==> config.mk <==
export PLATFORM = sky130hd
export DESIGN_NAME = ram_arbiter
export DESIGN_NICKNAME = d
export VERILOG_FILES = /design/src/rtl/ram_arbiter.sv
export SDC_FILE = /design/constraint.sdc
export NUM_CORES = 1
export LEC_CHECK = 0
export BUFFER_PORTS_ARGS = -buffer_cell sky130_fd_sc_hd__buf_2
export CAP_MARGIN = 20
export CORE_UTILIZATION = 28
export DETAILED_ROUTE_END_ITERATION = 7
export MAX_ROUTING_LAYER = met4
export PLACE_DENSITY_LB_ADDON = 0.12
export SLEW_MARGIN = 20
export SYNTH_ARGS = -nofsm -noshare
export SYNTH_HDL_FRONTEND = slang
export SYNTH_SLANG_ARGS = --single-unit
==> constraint.sdc <==
create_clock -name clk -period 2 [get_ports clk]
set_input_delay 0.3 -clock clk [delete_from_list [all_inputs] [get_ports clk]]
set_output_delay 0.3 -clock clk [all_outputs]
set_load 0.03 [all_outputs]
==> src/rtl/ram_arbiter.sv <==
// Two-requester round-robin front end for a single-port RAM, with a built-in
// engine that fills every word with a programmable value.
module ram_arbiter #(
   parameter  int DATA_WIDTH = 32,
   parameter  int WORDS      = 128,
   localparam int ADDR_WIDTH = $clog2(WORDS)
) (
   input  logic                  clk,
   input  logic                  reset,
   input  logic                  rq0_valid,
   input  logic                  rq0_we,
   input  logic [ADDR_WIDTH-1:0] rq0_addr,
   input  logic [DATA_WIDTH-1:0] rq0_wdata,
   output logic                  rq0_ready,
   input  logic                  rq1_valid,
   input  logic                  rq1_we,
   input  logic [ADDR_WIDTH-1:0] rq1_addr,
   input  logic [DATA_WIDTH-1:0] rq1_wdata,
   output logic                  rq1_ready,
   output logic                  rs0_valid,
   output logic [DATA_WIDTH-1:0] rs0_rdata,
   output logic                  rs1_valid,
   output logic [DATA_WIDTH-1:0] rs1_rdata,
   input  logic                  fill_start,
   input  logic [DATA_WIDTH-1:0] fill_value,
   output logic                  fill_busy,
   output logic                  fill_done,
   output logic                  ram_wrenable,
   output logic                  ram_rdenable,
   output logic [ADDR_WIDTH-1:0] ram_address,
   output logic [DATA_WIDTH-1:0] ram_data_in,
   input  logic [DATA_WIDTH-1:0] ram_data_out,
   output logic                  dbg_state
);

   // Handshake: a request transfers on the rising edge where valid & ready
   // are both high; ready is combinational and never depends on itself.
   typedef enum logic {ST_ARB = 1'b0, ST_FILL = 1'b1} state_t;

   localparam logic [ADDR_WIDTH:0] LAST_ADDR = (ADDR_WIDTH+1)'(WORDS - 1);

   state_t                state, state_nxt;
   logic [ADDR_WIDTH:0]   fill_cnt;
   logic [DATA_WIDTH-1:0] fill_data;
   logic                  last_grant;
   logic                  grant0, grant1;
   logic                  fill_last;

   assign fill_last = (fill_cnt == LAST_ADDR);

   always_ff @(posedge clk or negedge reset) begin
      if (!reset) state <= ST_ARB;
      else        state <= state_nxt;
   end

   always_comb begin
      state_nxt = state;
      case (state)
         ST_ARB:  if (fill_start) state_nxt = ST_FILL;
         ST_FILL: if (fill_last)  state_nxt = ST_ARB;
         default: state_nxt = ST_ARB;
      endcase
   end

   // Grants are gated by reset so every output reads 0 while it is held.
   always_comb begin
      grant0       = 1'b0;
      grant1       = 1'b0;
      ram_wrenable = 1'b0;
      ram_rdenable = 1'b0;
      ram_address  = '0;
      ram_data_in  = '0;
      if (reset) begin
         case (state)
            ST_ARB: begin
               grant0 = rq0_valid && (!rq1_valid || last_grant);
               grant1 = rq1_valid && !grant0;
               if (grant0) begin
                  ram_wrenable = rq0_we;
                  ram_rdenable = !rq0_we;
                  ram_address  = rq0_addr;
                  ram_data_in  = rq0_wdata;
               end else if (grant1) begin
                  ram_wrenable = rq1_we;
                  ram_rdenable = !rq1_we;
                  ram_address  = rq1_addr;
                  ram_data_in  = rq1_wdata;
               end
            end
            ST_FILL: begin
               ram_wrenable = 1'b1;
               ram_address  = fill_cnt[ADDR_WIDTH-1:0];
               ram_data_in  = fill_data;
            end
            default: ;
         endcase
      end
   end

   assign rq0_ready = grant0;
   assign rq1_ready = grant1;
   assign fill_busy = (state == ST_FILL);
   assign dbg_state = state;

   always_ff @(posedge clk or negedge reset) begin
      if (!reset) begin
         last_grant <= 1'b1;
         fill_cnt   <= '0;
         fill_data  <= '0;
         fill_done  <= 1'b0;
         rs0_valid  <= 1'b0;
         rs0_rdata  <= '0;
         rs1_valid  <= 1'b0;
         rs1_rdata  <= '0;
      end else begin
         rs0_valid <= grant0 && !rq0_we;
         rs1_valid <= grant1 && !rq1_we;
         if (grant0 && !rq0_we) rs0_rdata <= ram_data_out;
         if (grant1 && !rq1_we) rs1_rdata <= ram_data_out;
         if (grant0)      last_grant <= 1'b0;
         else if (grant1) last_grant <= 1'b1;
         fill_done <= (state == ST_FILL) && fill_last;
         if (state == ST_ARB && fill_start) begin
            fill_data <= fill_value;
            fill_cnt  <= '0;
         end else if (state == ST_FILL) begin
            fill_cnt <= fill_cnt + 1'b1;
         end
      end
   end

endmodule

==> results.sh <==
export IMPL_wl_um=16570
export IMPL_yosys_cell_types_count=37
export IMPL_clockRootBuffer="clkbuf_16"
export IMPL_tritoncts="done"
export IMPL_viasPerCell=4.873
export IMPL_drc_errors=0
export IMPL_vias=4581
export IMPL_powerDensity_nw_per_um2=632.9
export IMPL_crit_chain="nand2b_4 -> buf_12 -> a31oi_1 -> a21oi_2 -> buf_6"
export IMPL_netlist_instances=441
export IMPL_drt_initial_drc_count=180
export IMPL_grt_pass1_wl_um=22870
export IMPL_setup_worst_path_class="reg2out"
export IMPL_violations="negative hold slack, negative setup slack"
export IMPL_antenna_found_initial=1
export IMPL_timing_critical_path_to_type="primary output"
export IMPL_slew_headroom=0.4603
export IMPL_post_drt_wl_per_cell_um=17.63
export IMPL_rows=49
export IMPL_final_layout_size_suffix_gt1_frac=0.6521
export IMPL_drt_pre_antenna_iters=4
export IMPL_ir_drop_mv=0.3510
export IMPL_arrival_ns=1.79
export IMPL_worst_path_buf_inv=2
export IMPL_rsz0062_at_grt="yes"
export IMPL_synth_seq_area_share=0.5343
export IMPL_finalClockSkew_ns=0.01196
export IMPL_dp_slack_ns=0.08994
export IMPL_grt_pass1_vias=4377
export IMPL_status="finished, violations left"
export IMPL_power_leakage_nw=4.005
export IMPL_die_w_um=137.1
export IMPL_core_area_um2=17900
export IMPL_clk_pin_slew_ns=0.08
export IMPL_avgSynthCellArea_um2=11.58
export IMPL_cp_start_kind="flip-flop"
export IMPL_ant_nets=0
export IMPL_max_cap_violations=0
export IMPL_routabilityCongestion=0.8121
export IMPL_final_common_cell="buf_2"
export IMPL_finalSetupTns_ns=-1.406
export IMPL_hold_viol=4
export IMPL_setup_ws_ns=-0.09412
export IMPL_fin_hold_ws_ns=-0.01116
export IMPL_die_y_um=137.1
export IMPL_clk_latency_ns=0.35
export IMPL_die_area_um2=18790
export IMPL_ys_warnings_count=0
export IMPL_nets=855
export IMPL_worstMarginPinSlew_ns=0.8096
export IMPL_clock_path_buffers=2
export IMPL_clkSinkCount=109
export IMPL_crit_required_ns=1.70
export IMPL_fmax_mhz=477.5
export IMPL_grt_start_max_net_pins=78
export IMPL_max_stage_delay_ns=0.57
export IMPL_syn_cell_area_um2=5107
export IMPL_track_usage=0.1646
export IMPL_r2r_start="last_grant$_DFFE_PN1P_"
export IMPL_ys_seq_elements=109
export IMPL_layout_common_cells="buf_2 (218), dfrtp_1 (107), mux2_2 (86), o21ai_0 (41), buf_6 (30)"
export IMPL_hold_path_class="in2async"
export IMPL_cts_buffers=9
export IMPL_dp_hpwl_um=10940
export IMPL_cpMaxStageDelayCell="dfstp_2"
export IMPL_grt_overflow_total=0
export IMPL_fin_crit_ns=2.094
export IMPL_area_growth_pct=52.16
export IMPL_setup_viol=37
export IMPL_startpoint="last_grant$_DFFE_PN1P_"
export IMPL_io_buffer_count=260
export IMPL_cp_top_family="flip-flops"
export IMPL_final_period_utilization=1.047
export IMPL_drv_slew=0
export IMPL_postSynthNetCount=591
export IMPL_io_pins=261
export IMPL_start_util=0.2853
export IMPL_crit_path_max_fanout=7
export IMPL_cts_htree_levels=3
## Yosys cell counts
| library cell | count | share of area |
|---|---|---|
| mux2_2 | 86 | 0.19 |
| buf_2 | 8 | 0.0078 |
| nor2_1 | 2 | 0.0015 |
| nand4_1 | 3 | 0.0037 |
| dfstp_2 | 1 | 0.0051 |
| buf_4 | 1 | 0.0015 |
| buf_6 | 3 | 0.0066 |
| nand3b_1 | 1 | 0.0015 |
| buf_1 | 3 | 0.0022 |
| nor3_1 | 1 | 0.00098 |
| xnor2_1 | 1 | 0.0017 |
| o211ai_1 | 3 | 0.0044 |
| ha_1 | 1 | 0.0024 |
| dfrtp_1 | 108 | 0.53 |
| and3_1 | 3 | 0.0037 |
| clkbuf_1 | 20 | 0.015 |
| a21boi_2 | 1 | 0.0022 |
| nand2_1 | 42 | 0.031 |
| nand3_1 | 5 | 0.0049 |
| buf_8 | 1 | 0.0029 |
| or3_1 | 1 | 0.0012 |
| mux2_4 | 10 | 0.029 |
| a31o_2 | 1 | 0.0017 |
| o31ai_1 | 3 | 0.0044 |
| o31a_1 | 1 | 0.0017 |
| a221o_1 | 2 | 0.0039 |
| a21bo_1 | 1 | 0.0020 |
| o21ai_0 | 42 | 0.041 |
| inv_1 | 2 | 0.0015 |
| o21ba_2 | 1 | 0.0020 |
| a21oi_1 | 39 | 0.038 |
| a31oi_1 | 37 | 0.045 |
| nor3b_1 | 1 | 0.0015 |
| clkinv_4 | 1 | 0.0017 |
| nand2b_1 | 3 | 0.0037 |
| nor2b_1 | 1 | 0.0012 |
| nor3_2 | 1 | 0.0020 |
## path summary, 6_finish.rpt
kind	to	slack, ns	cells past startpoint
min in group clk	fill_data[28]$_DFFE_PN0P_	0.17	2
worst min-delay path	dbg_state$_DFF_PN0_	-0.01	2
worst max register to register	rs1_rdata[2]$_DFFE_PN0P_	0.19	5
max in group asynchronous	rs0_rdata[8]$_DFFE_PN0P_	1.23	2
worst max-delay path	ram_data_in[23]	-0.09	5
worst min register to register	fill_data[30]$_DFFE_PN0P_	0.50	1
## power breakdown
part / total [W] / internal, W / leakage (nW) / switching [W]
Clock: 0.00189 / 0.00100 / 0.156 / 0.000889
Sequential: 0.00229 / 0.00226 / 1.45 / 0.0000290
Combinational: 0.000734 / 0.000325 / 2.40 / 0.000409
Total: 0.00492 / 0.00359 / 4.00 / 0.00133
## cells by family (layout without fill, tap and decap cells)
logic type	after synthesis	count (layout)	synth area share
AOI/OAI and AO/OA	131	131	0.1470
xor gates and xnor gates	1	1	0.001715
adders and majority gates	1	1	0.002449
buffers and inverters	39	308	0.03895
DFF	109	109	0.5343
muxes	96	96	0.2190
other	0	1	0
and+or+nand+nor	64	64	0.05659
## through the flow
stage	hold slack, ns	power, W	util	cell area (µm²)	std cells
3_3_place_gp	0.3079	0.002914	0.3781	6769	909
6_report	-0.01116	0.004918	0.4341	7771	940
4_1_cts	0.008487	0.004901	0.4087	7317	929
2_1_floorplan	0.004409	0.002605	-	5152	441
5_1_grt	0.01616	0.005143	0.4341	7771	940
3_5_place_dp	0.3075	0.002926	0.3781	6769	909
## area by class of cell
cell class / instances / area, µm²
inverters: 3 / 16.27
well taps: 229 / 286.5
repair buffers: 289 / 1957
flip-flops and latches: 109 / 2730
clock buffers: 9 / 225.2
multi-input cells: 293 / 2460
fillers: 1702 / 10130
diodes: 1 / 2.502
clock inverters: 7 / 93.84
## what timing repair did
| action | 4_1_cts | 5_1_grt |
|---|---|---|
| hold buffers | 1 | 0 |
| setup buffers | 2 | 4 |
| gates cloned | 1 | 7 |
| endpoints found under the hold margin | 1 | 0 |
| endpoints found under the setup margin | 41 | 42 |
| gates resized for setup | 58 | 73 |
| pin swaps | 12 | 27 |
## state kept, by name, summed over array words and instances, names as in the netlist
| name | flops |
|---|---|
| rs1_rdata | 32 |
| rs0_rdata | 32 |
| dbg_state | 1 |
| rs0_valid | 1 |
| last_grant | 1 |
| fill_done | 1 |
| fill_data | 32 |
| fill_cnt | 8 |
| rs1_valid | 1 |
## metal layers
layer,GRT usage,wire length [µm]
met4,0.06105,305
met2,0.2719,8014
met3,0.03778,1202
met1,0.1949,7051
met5,-,0
No activity file was read; power rests on OpenSTA's default activity.
